### src/rtl/squash_regs_pkg.sv
// Register map and bit positions for the solo-squash control/status window.
package squash_regs_pkg;
    localparam int WIN_BITS = 6;   // 64-byte window

    localparam logic [3:0] REG_ID      = 4'h0;
    localparam logic [3:0] REG_CTRL    = 4'h1;
    localparam logic [3:0] REG_STATUS  = 4'h2;
    localparam logic [3:0] REG_FRAME   = 4'h3;
    localparam logic [3:0] REG_SCRATCH = 4'h4;

    localparam int CTRL_ENABLE   = 0;
    localparam int CTRL_SOFT_RST = 1;
    localparam int CTRL_IRQ_EN   = 2;

    localparam int STAT_FRAME = 0;
    localparam int STAT_MISS  = 1;

    localparam logic [15:0] ID_MAGIC = 16'h5351;
endpackage

### src/rtl/squash_event_capture.sv
// Sticky frame/miss status bits and the free-running frame counter.
module squash_event_capture
    import squash_regs_pkg::*;
(
    input  logic        clk,
    input  logic        rst,
    input  logic        frame_tick,
    input  logic        miss_tick,
    input  logic        status_wr,
    input  logic [1:0]  status_clr,
    input  logic        count_clr,
    output logic [1:0]  status,
    output logic [31:0] frame_count
);
    logic [1:0] set;
    logic [1:0] clr;

    always_comb begin
        set = '0;
        set[STAT_FRAME] = frame_tick;
        set[STAT_MISS]  = miss_tick;
        clr = status_wr ? status_clr : 2'b00;
    end

    // Setting is applied after clearing so a coincident tick survives W1C,
    // while a counter clear swallows a coincident tick.
    always_ff @(posedge clk) begin
        if (rst) begin
            status      <= '0;
            frame_count <= '0;
        end else begin
            status <= (status & ~clr) | set;
            if (count_clr)
                frame_count <= '0;
            else if (frame_tick)
                frame_count <= frame_count + 32'd1;
        end
    end
endmodule

### src/rtl/wb_squash_regs.sv
// Wishbone classic register window for the solo-squash game: decode, ack,
// read mux, CTRL and SCRATCH; event capture lives in squash_event_capture.
module wb_squash_regs
    import squash_regs_pkg::*;
#(
    parameter logic [31:0] BASE_ADDR  = 32'h3000_0000,
    parameter logic [7:0]  PROJECT_ID = 8'd1
) (
    input  logic        wb_clk_i,
    input  logic        wb_rst_i,
    input  logic        wbs_cyc_i,
    input  logic        wbs_stb_i,
    input  logic        wbs_we_i,
    input  logic [3:0]  wbs_sel_i,
    input  logic [31:0] wbs_adr_i,
    input  logic [31:0] wbs_dat_i,
    output logic        wbs_ack_o,
    output logic [31:0] wbs_dat_o,
    input  logic        active,
    input  logic        frame_tick,
    input  logic        miss_tick,
    output logic        game_enable,
    output logic        game_soft_reset,
    output logic        irq
);
    logic [3:0]  idx;
    logic        hit;
    logic        take;
    logic        wr;
    logic        ctrl_wr;
    logic        status_wr;
    logic        count_clr;
    logic        scratch_wr;
    logic        irq_en;
    logic [31:0] scratch;
    logic [1:0]  status;
    logic [31:0] frame_count;
    logic [31:0] rdata;
    logic        unused_adr;

    assign unused_adr = ^wbs_adr_i[1:0];
    assign idx  = wbs_adr_i[5:2];
    assign hit  = wbs_cyc_i & wbs_stb_i & active &
                  (wbs_adr_i[31:WIN_BITS] == BASE_ADDR[31:WIN_BITS]);
    // Ignoring the hit while ack is high yields one ack per two cycles.
    assign take = hit & ~wbs_ack_o;
    assign wr   = take & wbs_we_i;

    assign ctrl_wr    = wr & (idx == REG_CTRL)   & wbs_sel_i[0];
    assign status_wr  = wr & (idx == REG_STATUS) & wbs_sel_i[0];
    assign count_clr  = wr & (idx == REG_FRAME);
    assign scratch_wr = wr & (idx == REG_SCRATCH);

    squash_event_capture u_events (
        .clk         (wb_clk_i),
        .rst         (wb_rst_i),
        .frame_tick  (frame_tick),
        .miss_tick   (miss_tick),
        .status_wr   (status_wr),
        .status_clr  (wbs_dat_i[1:0]),
        .count_clr   (count_clr),
        .status      (status),
        .frame_count (frame_count)
    );

    always_comb begin
        rdata = '0;
        case (idx)
            REG_ID:      rdata = {ID_MAGIC, 8'h00, PROJECT_ID};
            REG_CTRL: begin
                rdata[CTRL_ENABLE] = game_enable;
                rdata[CTRL_IRQ_EN] = irq_en;
            end
            REG_STATUS:  rdata[1:0] = status;
            REG_FRAME:   rdata = frame_count;
            REG_SCRATCH: rdata = scratch;
            default:     rdata = '0;
        endcase
    end

    always_ff @(posedge wb_clk_i) begin
        if (wb_rst_i) begin
            wbs_ack_o       <= 1'b0;
            wbs_dat_o       <= '0;
            game_enable     <= 1'b0;
            irq_en          <= 1'b0;
            game_soft_reset <= 1'b0;
            scratch         <= '0;
        end else begin
            wbs_ack_o       <= take;
            wbs_dat_o       <= take ? rdata : 32'd0;
            game_soft_reset <= ctrl_wr & wbs_dat_i[CTRL_SOFT_RST];
            if (ctrl_wr) begin
                game_enable <= wbs_dat_i[CTRL_ENABLE];
                irq_en      <= wbs_dat_i[CTRL_IRQ_EN];
            end
            for (int b = 0; b < 4; b++)
                if (scratch_wr && wbs_sel_i[b])
                    scratch[8*b +: 8] <= wbs_dat_i[8*b +: 8];
        end
    end

    assign irq = irq_en & (|status);
endmodule

### config.mk
export PLATFORM = sky130hd
export DESIGN_NAME = wb_squash_regs
export DESIGN_NICKNAME = d
export VERILOG_FILES = /design/src/rtl/squash_regs_pkg.sv /design/src/rtl/squash_event_capture.sv /design/src/rtl/wb_squash_regs.sv
export SDC_FILE = /design/constraint.sdc
export NUM_CORES = 1
export LEC_CHECK = 0
export CAP_MARGIN = 40
export CORE_MARGIN = 4
export CORE_UTILIZATION = 45
export DETAILED_ROUTE_END_ITERATION = 8
export PLACE_DENSITY_LB_ADDON = 0.2
export SETUP_SLACK_MARGIN = 0.15
export SLEW_MARGIN = 20
export SYNTH_ARGS = -nofsm -noshare
export SYNTH_HDL_FRONTEND = slang
export SYNTH_HIERARCHICAL = 1
export SYNTH_SLANG_ARGS = --single-unit
### constraint.sdc
create_clock -name wb_clk_i -period 5 [get_ports wb_clk_i]
set_input_delay 1 -clock wb_clk_i [delete_from_list [all_inputs] [get_ports wb_clk_i]]
set_output_delay 1 -clock wb_clk_i [all_outputs]
set_load 0.005 [all_outputs]
==> Word level (Yosys, flattened, before mapping) <==
Cells that the tools add are included.
{ "word_totals": {"regBits": 102, "output_inout_bits": 36, "word_cells": 48} }
{ "op_classes": {"n_addsub": 1, "eq_ne": 5, "n_mux": 5, "bitwise_logic": 18, "reduce_logical": 8} }
{ "ops": {"columns": ["operator", "n"], "rows": [
  ["29-bit one-hot mux with 3 select lines", 1],
  ["32-bit by 1-bit adder with 32-bit output (second input constant)", 1],
  ["26-bit by 24-bit equality test with 1-bit output (second input constant)", 1],
  ["1-bit AND", 13],
  ["4-bit by 2-bit equality test with 1-bit output (second input constant)", 2],
  ["1-bit one-hot mux with 3 select lines", 2],
  ["2-bit OR reduction", 3],
  ["1-bit one-hot mux with 5 select lines", 1],
  ["4-bit by 1-bit equality test with 1-bit output (second input constant)", 1],
  ["4-bit by 3-bit equality test with 1-bit output (second input constant)", 1],
  ["1-bit logical AND", 4],
  ["4-bit logical NOT", 1],
  ["2-bit AND", 1],
  ["2-bit two-way mux", 1],
  ["1-bit inverter", 2],
  ["2-bit inverter", 1],
  ["2-bit OR", 1]
]} }

==> Longest topological paths before layout <==
{ "depth": {"depth_word": 11, "ltp_mapped": 10} }

==> By module <==
The synthesis kept the hierarchy.
{ "by_module_without_submodules": {"columns": ["module", "n_inst", "cells_each", "area_per_inst_um2", "seq_area_each_um2"], "rows": [
  ["wb_squash_regs", 1, 320, 2979.1, 1361.3],
  ["squash_event_capture", 1, 194, 1645.3, 680.7]
]} }

==> Worst setup path after synthesis <==
Ideal clock, no wire load.
{ "synth_path": {"path_type": "input-to-reg", "from": "input wbs_adr_i[24]", "to": "register u_events.frame_count[0]", "setup_ns": 0.128, "arrival_ns": 2.766, "path_slack_ns": 2.107, "path_stages": 9, "cell_sequence": "nor4_2 -> and4_1 -> buf_2 -> buf_2 -> and3_1 -> or2_2 -> clkbuf_1 -> clkbuf_1 -> nor2_1"} }
{ "synth_via": {"elab_chain_len": 6} }
{ "synth_rtl": {"columns": ["element", "line_no", "text"], "rows": [
  ["start, declared", "wb_squash_regs.sv:15", "input logic [31:0] wbs_adr_i,"],
  ["26-bit by 24-bit equality test with 1-bit output", "wb_squash_regs.sv:44", "(wbs_adr_i[31:WIN_BITS] == BASE_ADDR[31:WIN_BITS]);"],
  ["1-bit AND", "wb_squash_regs.sv:43", "assign hit = wbs_cyc_i & wbs_stb_i & active &"],
  ["1-bit AND", "wb_squash_regs.sv:46", "assign take = hit & ~wbs_ack_o;"],
  ["1-bit AND", "wb_squash_regs.sv:47", "assign wr = take & wbs_we_i;"],
  ["1-bit AND", "wb_squash_regs.sv:51", "assign count_clr = wr & (idx == REG_FRAME);"],
  ["net count_clr", "wb_squash_regs.sv:32", "logic count_clr;"],
  ["2-bit OR reduction (no source line)", null, null],
  ["end signal, assigned", "squash_event_capture.sv:36", "frame_count <= frame_count + 32'd1;"],
  ["end, declared", "squash_event_capture.sv:13", "output logic [31:0] frame_count"]
]} }
The timed path passes the listed nets, and every way through them passes these cells.
A chain may end at the register's enable or synchronous reset.

==> Worst setup path after layout <==
{ "layout_path": {"from": "input wbs_adr_i[6]", "to": "register u_events.frame_count[20]"} }
Same word-level chain as after synthesis.

==> flow_summary.ini <==
[yosys]
mappedNetlistNets = 591
syn-cell-area_um2 = 4620
synth_area_leaders = dfxtp_1 44%, o31ai_1 7.3%, nand4_1 6.1%
synthDominantCellAreaShare = 0.442
synth_cells = 514
syn_avg_cell_area_um2 = 9.00
yosys.cell_types.count = 52
synth_warnings = 6
ys_seq_elements = 102
ys.flop_type = dfxtp_1
synthArstFlopShare = 0
ys_seq_area_frac = 0.442
synth_edf_count = 0
yosys.area.top_type = dfxtp_1

[setup_path]
crit_required_ns = 5.26
rr_startpoint = wbs_ack_o
cp-startpoint = wbs_adr_i[6]
critical_path_class = in2reg
critPathSlowestCell = or2_2
crit_buf_inv = 2
critPathMaxFanout = 36
timing.rr.end = u_events/frame_count[20]
critPathTopFamily = simple AND/OR/NAND/NOR gates
rr_worst_depth = 7
crit_path_end_kind = flop
crit_chain = clkdlybuf4s50_1 -> nor4b_2 -> and4_1 -> buf_4 -> and3_1 -> or2_2 -> nor2_1 -> a41o_1
start_kind = primary input
critPathArrivalTime_ns = 3.51
reg2reg_slack_ns = 2.63
max_stage_delay_ns = 0.52

[sta]
slew_viol_final = 0
setup_viol = 0
fin_crit_ns = 3.25
worst_pin_slew_ns = 0.850
fin_setup_tns_ns = 0
slew_headroom = 0.431
hold_viol = 0
timing.clock.skew_ns = 0.0119
fmax_ghz = 0.308
finalCritPeriodShare = 0.650
rsz0062_at_grt = false

[final_layout]
area_delta_synth_final_pct = 28.0
multi_input_area_um2 = 2320
finalCoreUtilization = 0.597
drive_above_1_share = 0.0760
seq_area_um2 = 2040
fin_nets = 677
n_fill_cell = 905
diodes = 0

[clock_network]
cts_resized = 0
cts_tree = built
htree_levels = 3
cts_sinks = 102
clkTransAtPathRegs_ns = 0.09
cts_buffers = 9
hold_buffers = 0
clk_latency_ns = 0.37
postCtsSetupBuffers = 0
max-clock-path-buffers = 2
cts_root_buffer = clkbuf_8

[detailed_routing]
drc = 0
route.vias.total = 4414
drt-wirelength-per-cell_um = 17.5
dr.pass1.iters = 4
drt-vias-per-instance = 5.98
drt-total-wl_mm = 12.9
dr.first_iter.drc_count = 287
antenna_left = 0

[outcome]
status = finished, final reports clean

[power]
p_leak_nw = 1.82
power_mw = 1.47
ir_worst_vdd_mv = 0.185
power_density_nw_per_um2 = 249

[hold_path]
hold_class = reg2reg
min_to = scratch[20]
hold_depth = 2
hp-start = scratch[20]

[grt]
grt_usage = 0.224
grt_pass1_vias = 4276
grt_antenna_before_repair = 0
grt_max_degree = 43
grt-ovfl-total = 0
grt_pass1_wl_mm = 21.3

[place]
hpwl_mm = 9.01
gp_congestion = 0.863
io_buffer_count = 109

[die]
die_w_um = 109
initial_utilization = 0.467
row_count = 36
core_area_um2 = 9910
io_pins = 112
die_y_um = 109
die_area_um2 = 12000

[run]
drv_cap = 0
cell usage in the layout (no fill, tap or decap), types with 6 or more instances in the layout:
cell type        instances
clkdlybuf4s50_1        109
dfxtp_1                102
a21oi_1                 53
nor2_1                  46
nand4_1                 45
o31ai_1                 45
nand2_1                 27
a22oi_1                 23
nand3_1                 14
or4_1                   11
clkbuf_8                10
and4_1                   9
o21ai_0                  8
buf_4                    8
xnor2_1                  8
nor4_1                   7
nor3_1                   6
and3_1                   6
Yosys cell counts (4+ instances only):
master	count
or4_1	11
buf_4	4
nor4_1	7
a22oi_1	23
o31ai_1	45
xor2_1	5
nand4_1	45
xnor2_1	8
inv_1	5
clkbuf_1	18
nand3_1	14
nand2_1	27
a21oi_1	53
buf_2	14
and4_1	9
nor2_1	46
o21ai_0	8
dfxtp_1	102
buf_6	6
and2_1	5
and3_1	6
nor3_1	6
a21oi_2	5
layout make-up:
type	instances	area share
Clock inverter	6	0.0129
Multi-Input combinational cell	364	0.393
Clock buffer	10	0.0232
Timing Repair Buffer	117	0.194
Tap cell	133	0.0281
Inverter	6	0.00380
Sequential cell	102	0.345
through the flow:
step | setup WS [ns] | hold WS (ns) | cell area (um2) | std cells
6_report | 1.75 | 0.474 | 5920 | 738
5_1_grt | 1.55 | 0.499 | 5920 | 738
4_1_cts | 1.77 | 0.473 | 5920 | 738
3_5_place_dp | 1.38 | 0.459 | 5710 | 722
3_3_place_gp | 1.36 | 0.449 | 5710 | 722
2_1_floorplan | 2.11 | 0.439 | 4620 | 514
cell families (layout without fill, tap and decap cells):
logic type / Yosys count / in the layout / synth area share
muxes: 4 / 4 / 0.00893
and+or+nand+nor: 202 / 202 / 0.262
DFF: 102 / 102 / 0.442
AOI/OAI and AO/OA: 144 / 144 / 0.204
buffers and inverters: 48 / 139 / 0.0557
xor gates and xnor gates: 13 / 13 / 0.0246
adders and majority gates: 1 / 1 / 0.00271
routing by layer:
metal | track usage | up-vias | share of wire
li1 | - | 2121 | -
met1 | 0.310 | 2115 | 0.45
met2 | 0.350 | 167 | 0.47
met3 | 0.0534 | 11 | 0.074
met4 | 0.0614 | 0 | 0.012
met5 | 0 | - | 0
worst register-to-register path: stages, from the launching register on:
cell	delay (ns)
dfxtp_1	0.34
nor4_2	0.20
and4_1	0.23
buf_4	0.35
and3_1	0.29
or2_2	0.52
nor2_1	0.09
a41o_1	0.25
power by group:
group	internal, mW	leakage (nW)	switching, mW
combinational	0.0625	0.892	0.0418
clock	0.254	0.109	0.297
sequential	0.815	0.822	0.00427
how the worst max path moves through the flow:
| stage | end | depth (start not counted) |
|---|---|---|
| floorplan | u_events/frame_count[0] | 9 |
| global placement | u_events/frame_count[20] | 8 |
| detailed placement | u_events/frame_count[20] | 8 |
| CTS | u_events/frame_count[20] | 8 |
| global route | u_events/frame_count[20] | 8 |
| finish | u_events/frame_count[20] | 8 |
state kept, by name, indices dropped and copies added (netlist names):
name                  cells
irq_en                    1
u_events/frame_count     32
wbs_dat_o                32
scratch                  32
u_events/status           2
game_soft_reset           1
game_enable               1
wbs_ack_o                 1
No activity file was read; power rests on OpenSTA's default activity.
